==> src/rtl/online_otf_converter.sv <==
// Online quotient-digit to two's-complement converter (Q/QM on-the-fly method).
// It takes the MSD-first radix-2 signed-digit quotient stream from the online
// divider and builds an (N_DIGITS+1)-bit fraction without a carry-propagate
// adder. The first DELAY digits of each frame are discarded because the
// divider emits them during its online delay.
module online_otf_converter #(
  parameter int N_DIGITS   = 16,
  parameter int DELAY      = 3,
  parameter bit AUTO_START = 1'b1
) (
  input  logic                clk,
  input  logic                asyn_reset,
  input  logic                enable,
  input  logic                start,
  input  logic [1:0]          q_value,
  output logic [N_DIGITS:0]   result,
  output logic                result_valid,
  output logic                busy
);

  localparam int W       = N_DIGITS + 1;
  localparam int CNT_MAX = (N_DIGITS > DELAY) ? N_DIGITS : DELAY;
  localparam int CNT_W   = $clog2(CNT_MAX + 1);

  // Last counter value of the skip phase (unused when DELAY is 0).
  localparam logic [CNT_W-1:0] SKIP_LAST = CNT_W'((DELAY > 0) ? (DELAY - 1) : 0);
  // Counter value while the final digit of the frame is absorbed.
  localparam logic [CNT_W-1:0] CONV_LAST = CNT_W'(N_DIGITS - 1);

  typedef enum logic [1:0] {
    IDLE = 2'b00,
    SKIP = 2'b01,
    CONV = 2'b10
  } state_t;

  // One on-the-fly conversion step. Q holds the value so far, QM holds Q
  // minus one LSB; both are shifted left and one of them is selected so a
  // negative digit never needs a borrow chain. 00 and 11 both mean zero.
  function automatic logic [2*W-1:0] otf_step(
    input logic [W-1:0] q,
    input logic [W-1:0] qm,
    input logic [1:0]   digit
  );
    logic [W-1:0] q_n;
    logic [W-1:0] qm_n;
    case (digit)
      2'b10: begin
        q_n  = {q[W-2:0], 1'b1};
        qm_n = {q[W-2:0], 1'b0};
      end
      2'b01: begin
        q_n  = {qm[W-2:0], 1'b1};
        qm_n = {qm[W-2:0], 1'b0};
      end
      default: begin
        q_n  = {q[W-2:0], 1'b0};
        qm_n = {qm[W-2:0], 1'b1};
      end
    endcase
    return {q_n, qm_n};
  endfunction

  state_t             state_r;
  state_t             state_next_s;
  logic [CNT_W-1:0]   cnt_r;
  logic [CNT_W-1:0]   cnt_next_s;
  logic [W-1:0]       q_r;
  logic [W-1:0]       q_next_s;
  logic [W-1:0]       qm_r;
  logic [W-1:0]       qm_next_s;
  logic [2*W-1:0]     step_s;
  logic               auto_pend_r;
  logic               start_eff_s;
  logic               done_s;
  logic [W-1:0]       result_r;
  logic               valid_r;
  logic               busy_r;

  // A pending automatic start behaves exactly like an external start pulse.
  assign start_eff_s = start | auto_pend_r;
  assign step_s      = otf_step(q_r, qm_r, q_value);

  // Next-state, counter and Q/QM update; nothing moves while enable is low.
  always_comb begin
    state_next_s = state_r;
    cnt_next_s   = cnt_r;
    q_next_s     = q_r;
    qm_next_s    = qm_r;
    done_s       = 1'b0;
    if (enable) begin
      if (start_eff_s) begin
        // Start wins in every state and silently drops any frame in flight.
        state_next_s = (DELAY == 0) ? CONV : SKIP;
        cnt_next_s   = {CNT_W{1'b0}};
        q_next_s     = {W{1'b0}};
        qm_next_s    = {W{1'b1}};
      end else begin
        case (state_r)
          IDLE: begin
            state_next_s = IDLE;
          end
          SKIP: begin
            if (cnt_r == SKIP_LAST) begin
              state_next_s = CONV;
              cnt_next_s   = {CNT_W{1'b0}};
            end else begin
              cnt_next_s   = cnt_r + {{(CNT_W-1){1'b0}}, 1'b1};
            end
          end
          CONV: begin
            q_next_s  = step_s[2*W-1:W];
            qm_next_s = step_s[W-1:0];
            if (cnt_r == CONV_LAST) begin
              state_next_s = IDLE;
              cnt_next_s   = {CNT_W{1'b0}};
              done_s       = 1'b1;
            end else begin
              cnt_next_s   = cnt_r + {{(CNT_W-1){1'b0}}, 1'b1};
            end
          end
          default: begin
            state_next_s = IDLE;
            cnt_next_s   = {CNT_W{1'b0}};
          end
        endcase
      end
    end else begin
      state_next_s = state_r;
    end
  end

  // Frame state, digit counter and the Q/QM conversion registers.
  always_ff @(posedge clk or posedge asyn_reset) begin
    if (asyn_reset) begin
      state_r <= IDLE;
      cnt_r   <= {CNT_W{1'b0}};
      q_r     <= {W{1'b0}};
      qm_r    <= {W{1'b1}};
    end else begin
      state_r <= state_next_s;
      cnt_r   <= cnt_next_s;
      q_r     <= q_next_s;
      qm_r    <= qm_next_s;
    end
  end

  // Automatic-start request, armed by reset and consumed by the first enabled cycle.
  always_ff @(posedge clk or posedge asyn_reset) begin
    if (asyn_reset) begin
      auto_pend_r <= AUTO_START;
    end else if (enable) begin
      auto_pend_r <= 1'b0;
    end else begin
      auto_pend_r <= auto_pend_r;
    end
  end

  // Result capture, one-cycle valid pulse (independent of enable) and busy flag.
  always_ff @(posedge clk or posedge asyn_reset) begin
    if (asyn_reset) begin
      result_r <= {W{1'b0}};
      valid_r  <= 1'b0;
      busy_r   <= 1'b0;
    end else begin
      if (done_s) begin
        result_r <= q_next_s;
      end else begin
        result_r <= result_r;
      end
      valid_r <= done_s;
      busy_r  <= (state_next_s != IDLE);
    end
  end

  assign result       = result_r;
  assign result_valid = valid_r;
  assign busy         = busy_r;

endmodule

==> config.mk <==
export PLATFORM = sky130hd
export DESIGN_NAME = online_otf_converter
export DESIGN_NICKNAME = d
export VERILOG_FILES = /design/src/rtl/online_otf_converter.sv
export SDC_FILE = /design/constraint.sdc
export NUM_CORES = 1
export LEC_CHECK = 0
export ABC_AREA = 1
export CORE_UTILIZATION = 58
export CTS_BUF_LIST = sky130_fd_sc_hd__clkbuf_4 sky130_fd_sc_hd__clkbuf_8 sky130_fd_sc_hd__clkbuf_16
export CTS_CLUSTER_DIAMETER = 30
export DETAILED_ROUTE_END_ITERATION = 8
export GPL_ROUTABILITY_DRIVEN = 0
export GPL_TIMING_DRIVEN = 0
export PLACE_DENSITY = 0.84
export SLEW_MARGIN = 20
export SYNTH_ARGS = -nofsm -noshare
export SYNTH_HDL_FRONTEND = slang
export SYNTH_SLANG_ARGS = --single-unit
==> constraint.sdc <==
create_clock -name clk -period 2.5 [get_ports clk]
set_clock_uncertainty 0.1 [all_clocks]
set_input_delay 0.25 -clock clk [delete_from_list [all_inputs] [get_ports clk]]
set_output_delay 0.25 -clock clk [all_outputs]
set_load 0.01 [all_outputs]
-- Yosys cells after proc, flatten, opt, wreduce, memory -nomap -nowiden
Index checks and enable logic that the tools add are counted.
- $add $sub $neg: 1
- eq/ne operators: 7
- muxes and demuxes: 20
- bitwise operators: 1
- reduce and logical (&&, ||, !) cells: 5
- operator list (kind ; number):
    2-to-1 mux 17 bit ; 3
    case mux 17 bit (2 select lines) ; 1
    2-to-1 mux 16 bit ; 2
    case mux 16 bit (2 select lines) ; 1
    2-to-1 mux 5 bit ; 3
    case mux 5 bit (3 select lines) ; 1
    2-to-1 mux 2 bit ; 4
    adder 5 x 1 -> 5 bit (second input constant) ; 1
    == test 5 x 2 -> 1 bit (second input constant) ; 1
    == test 5 x 4 -> 1 bit (second input constant) ; 1
    == test 2 x 1 -> 1 bit (second input constant) ; 2
    == test 2 bit (second input constant) ; 2
    2-to-1 mux 1 bit ; 4
    case mux 2 bit (2 select lines) ; 1
    AND reduction 2 bit ; 2
    nonzero test 2 bit ; 2
    logical NOT 2 bit ; 1
    != test 2 bit (second input constant) ; 1
    OR 1 bit ; 1
- bits in registers: 60
- input port bits: 6
- output and inout bits: 19
- word-level logic and storage cells: 42

-- Depth between registers and ports, before layout
- depth after elaboration: 6
- mapped depth: 11
- mapped depth without buffers: 11

-- Least setup slack after synthesis
No wires, ideal clock.
- path kind: reg-to-reg
- start point: reg state_r[0]
- end point: reg qm_r[10]
- library setup time: 94 ps
- arrival: 1493 ps
- slack: 813 ps
- cell stages (with the launch flop): 10
- path buffers: 1
- path through: dfrtp_1 inv_1 ha_1 nand2_4 clkinv_1 nor2_1 inv_2 buf_6 nor2_1 a31oi_1
- longest elaborated chain between the ends: 3
- ends and longest elaborated chain (what ; RTL line ; text):
    start, declared ; 63 ; state_t state_r;
    start signal, assigned ; 140 ; state_r <= state_next_s;
    == test 2 bit ; 98 ; case (state_r)
    nonzero test 2 bit (no source line) ; n/a ;
    AND reduction 2 bit (no source line) ; n/a ;
    end signal, assigned ; 138 ; qm_r <= {W{1'b1}};
    end signal, assigned ; 143 ; qm_r <= qm_next_s;
    end, declared ; 69 ; logic [W-1:0] qm_r;
Every way passes these cells.
A chain may end at the register's enable or synchronous reset.

-- Worst setup path after layout
- start point: reg state_r[0]
- end point: reg qm_r[5]
The elaborated chain is that of the path after synthesis.

==> impl_metrics.toml <==
[floorplan]
io_pins = 25
core-area_um2 = 4880
die_h_um = 74.3
start_util_pct = 62.1
rows = 25
die_x_um = 74.3
die-area_um2 = 5520

[yosys]
synth_fp_nets = 380
syn_area_per_cell_um2 = 8.30
synth_edf_count = 0
async_reset_ff_share_pct = 100
synthTopCellsByCount = "nand2_1 (102), dfrtp_1 (43), inv_1 (39)"
ys_types = 26
synth_cells = 365
synth_top_area_share_pct = 35.5
synthMostInstantiatedCell = "nand2_1"
ys_seq_area_share_pct = 50.2
synth_ff_type = "dfrtp_1"
synth_seq_cells = 60
synth_top_area_cell = "dfrtp_1"
netlist_top_cells_area = "dfrtp_1 (36%), dfstp_2 (15%), nand2_1 (13%), inv_1 (4.8%), o21ai_0 (3.8%)"
synth_warnings = 0
syn_area_um2 = 3030

[pwr]
p_seq_share_pct = 46.3
p_int_mw = 1.64
p_leak_nw = 1.71
switching_share_pct = 23.3
comb_power_share_pct = 7.5
netSwitchingPower_mw = 0.497
p_per_area_nw_per_um2 = 597
peakVddDrop_mv = 0.377
p_clk_share_pct = 46.2
p_total_mw = 2.14

[setup_path]
cpPeakStageDelay_ps = 380
crit_family = "simple AND/OR/NAND/NOR gates"
required_ps = 2650
critPathKind = "reg -> reg"
cp.arrival_ps = 2180
crit_buf_inv = 4
worstSetupEndpointType = "register"
cp_slowest_cell = "dfrtp_1"
worstPathMaxFanout = 10
start_kind = "register"
crit_chain = "inv_1, ha_1, nand2_4, clkinv_1, nor2_1, inv_2, buf_6, nor2_1, a31oi_1"
worst_path_most_repeated_cell = "nor2_1"

[grt]
grt_pass1_wl_um = 10900
grt_max_degree = 61
grtUsageTotal_pct = 26.6
antenna_found_initial = 0
overflow = 0
grt_pass1_vias = 2404

[cells_and_area]
fin_util_pct = 73.4
final_area_um2 = 3580
drive_gt1_share_pct = 11.6
antenna_cells = 0
layout.cells.non_filler = 472
final_nets = 415
syn_to_final_growth_pct = 18.2

[cts]
cts.clk_slew.worst_paths_ps = 70
cts_buffer_depth = 2
htree_levels = 3
clk_latency_ps = 340
cts-resized-gates = 0
cts-root-buf = "clkbuf_8"
cts_setup_buffers = 0
cts_tree = "done"
hold_buffers = 0
clkSinkCount = 60
numCtsBuffers = 9

[sta]
rsz0062_at_grt = "false"
tns_ps = 0
relSlewSlack_pct = 52.7
finalHoldViolCount = 0
drv_slew = 0
min_period_over_period_pct = 81.2
finalCriticalPeriod_ps = 2030
setup_viol = 0
fmax_mhz = 493
tightest_slew_ps = 709

[drt]
drtIter0Drc = 174
vias_per_cell = 5.28
wire_per_inst_um = 13.6
vias = 2494
ant_nets = 0
dr.pass1.iters = 4
drcViolationCount = 0
routed_wl_um = 6400

[place]
placed_area_um2 = 3360
dp_cells = 456
port_buffers = 24
dp_hpwl_um = 4540

[hold_path]
hold_class = "in -> async"

[run]
cap_violations = 0

[status]
status = "completed"
[logic make-up after synthesis]
logic type / after synthesis / share of synthesized area (%)
and+or+nand+nor: 164 / 23.5
AOI/OAI and AO/OA: 74 / 14.1
DFF: 60 / 50.2
buffers and inverters: 56 / 7.80
adders and majority gates: 9 / 3.72
xor gates and xnor gates: 2 / 0.578
[worst paths after layout]
path                                 start          to  slack (ps)  cells after the start
worst max-delay path            state_r[0]     qm_r[5]         470                      9
worst min-delay path            asyn_reset      q_r[8]         290                      2
worst max register to register  state_r[0]     qm_r[5]         470                      9
worst min register to register  result[14]  result[14]         380                      2
max in group asynchronous       asyn_reset     q_r[15]        1550                      2
min in group clk                result[14]  result[14]         380                      2
[final cells by class]
type / instances / area (µm²)
well taps: 67 / 83.8
plain buffers: 14 / 73.8
fillers: 365 / 1300
clock inverters: 4 / 72.6
repair buffers: 24 / 240
clock buffers: 12 / 153
inverters: 42 / 165
flip-flops and latches: 60 / 1520
multi-input cells: 249 / 1270
[worst register-to-register path: cells and delay by family, from the launching register on]
family                     cells  cell delay (ps)
and+or+nand+nor                3              590
buffers and inverters          4              570
DFF                            1              380
adders and majority gates      1              250
AOI/OAI and AO/OA              1               60
[registers in the layout (all words and copies together) (netlist names)]
| signal | count |
|---|---|
| q_r | 17 |
| result | 17 |
| qm_r | 16 |
| cnt_r | 5 |
| state_r | 2 |
| auto_pend_r | 1 |
| busy | 1 |
| result_valid | 1 |
[per-stage QoR]
step / setup WS (ps) / hold WS, ps
after global placement: -324 / 354
final: 470 / 288
after floorplan: 693 / 182
after CTS: 494 / 312
after global routing: 299 / 359
after detailed placement: 163 / 358
[layer usage]
layer	up-vias	global-route usage [%]	wire (µm)
met5	-	0	0
met4	0	12.2	89
li1	1258	-	-
met1	1149	37.6	3140
met2	78	40.8	2900
met3	9	4.34	273
[power groups by stage]
stage / logic [mW] / registers, mW / clock network [mW]
6_report: 0.159 / 0.991 / 0.988
5_1_grt: 0.185 / 0.991 / 1.03
4_1_cts: 0.160 / 0.991 / 0.990
3_5_place_dp: 0.156 / 1.01 / 0
3_3_place_gp: 0.152 / 1.01 / 0
2_1_floorplan: 0.109 / 1.01 / 0
[layout by cell type (no fill, tap or decap), types with 9 or more instances in the layout]
master,count
nand2_1,102
dfrtp_1,43
inv_1,38
nor2_1,24
clkdlybuf4s50_1,24
o21ai_0,23
a21oi_1,19
nand3_1,19
dfstp_2,17
and2_1,14
a31oi_1,14
o211ai_1,13
clkbuf_8,10
ha_1,9
Note: power is estimated with default switching activity, not from simulation.
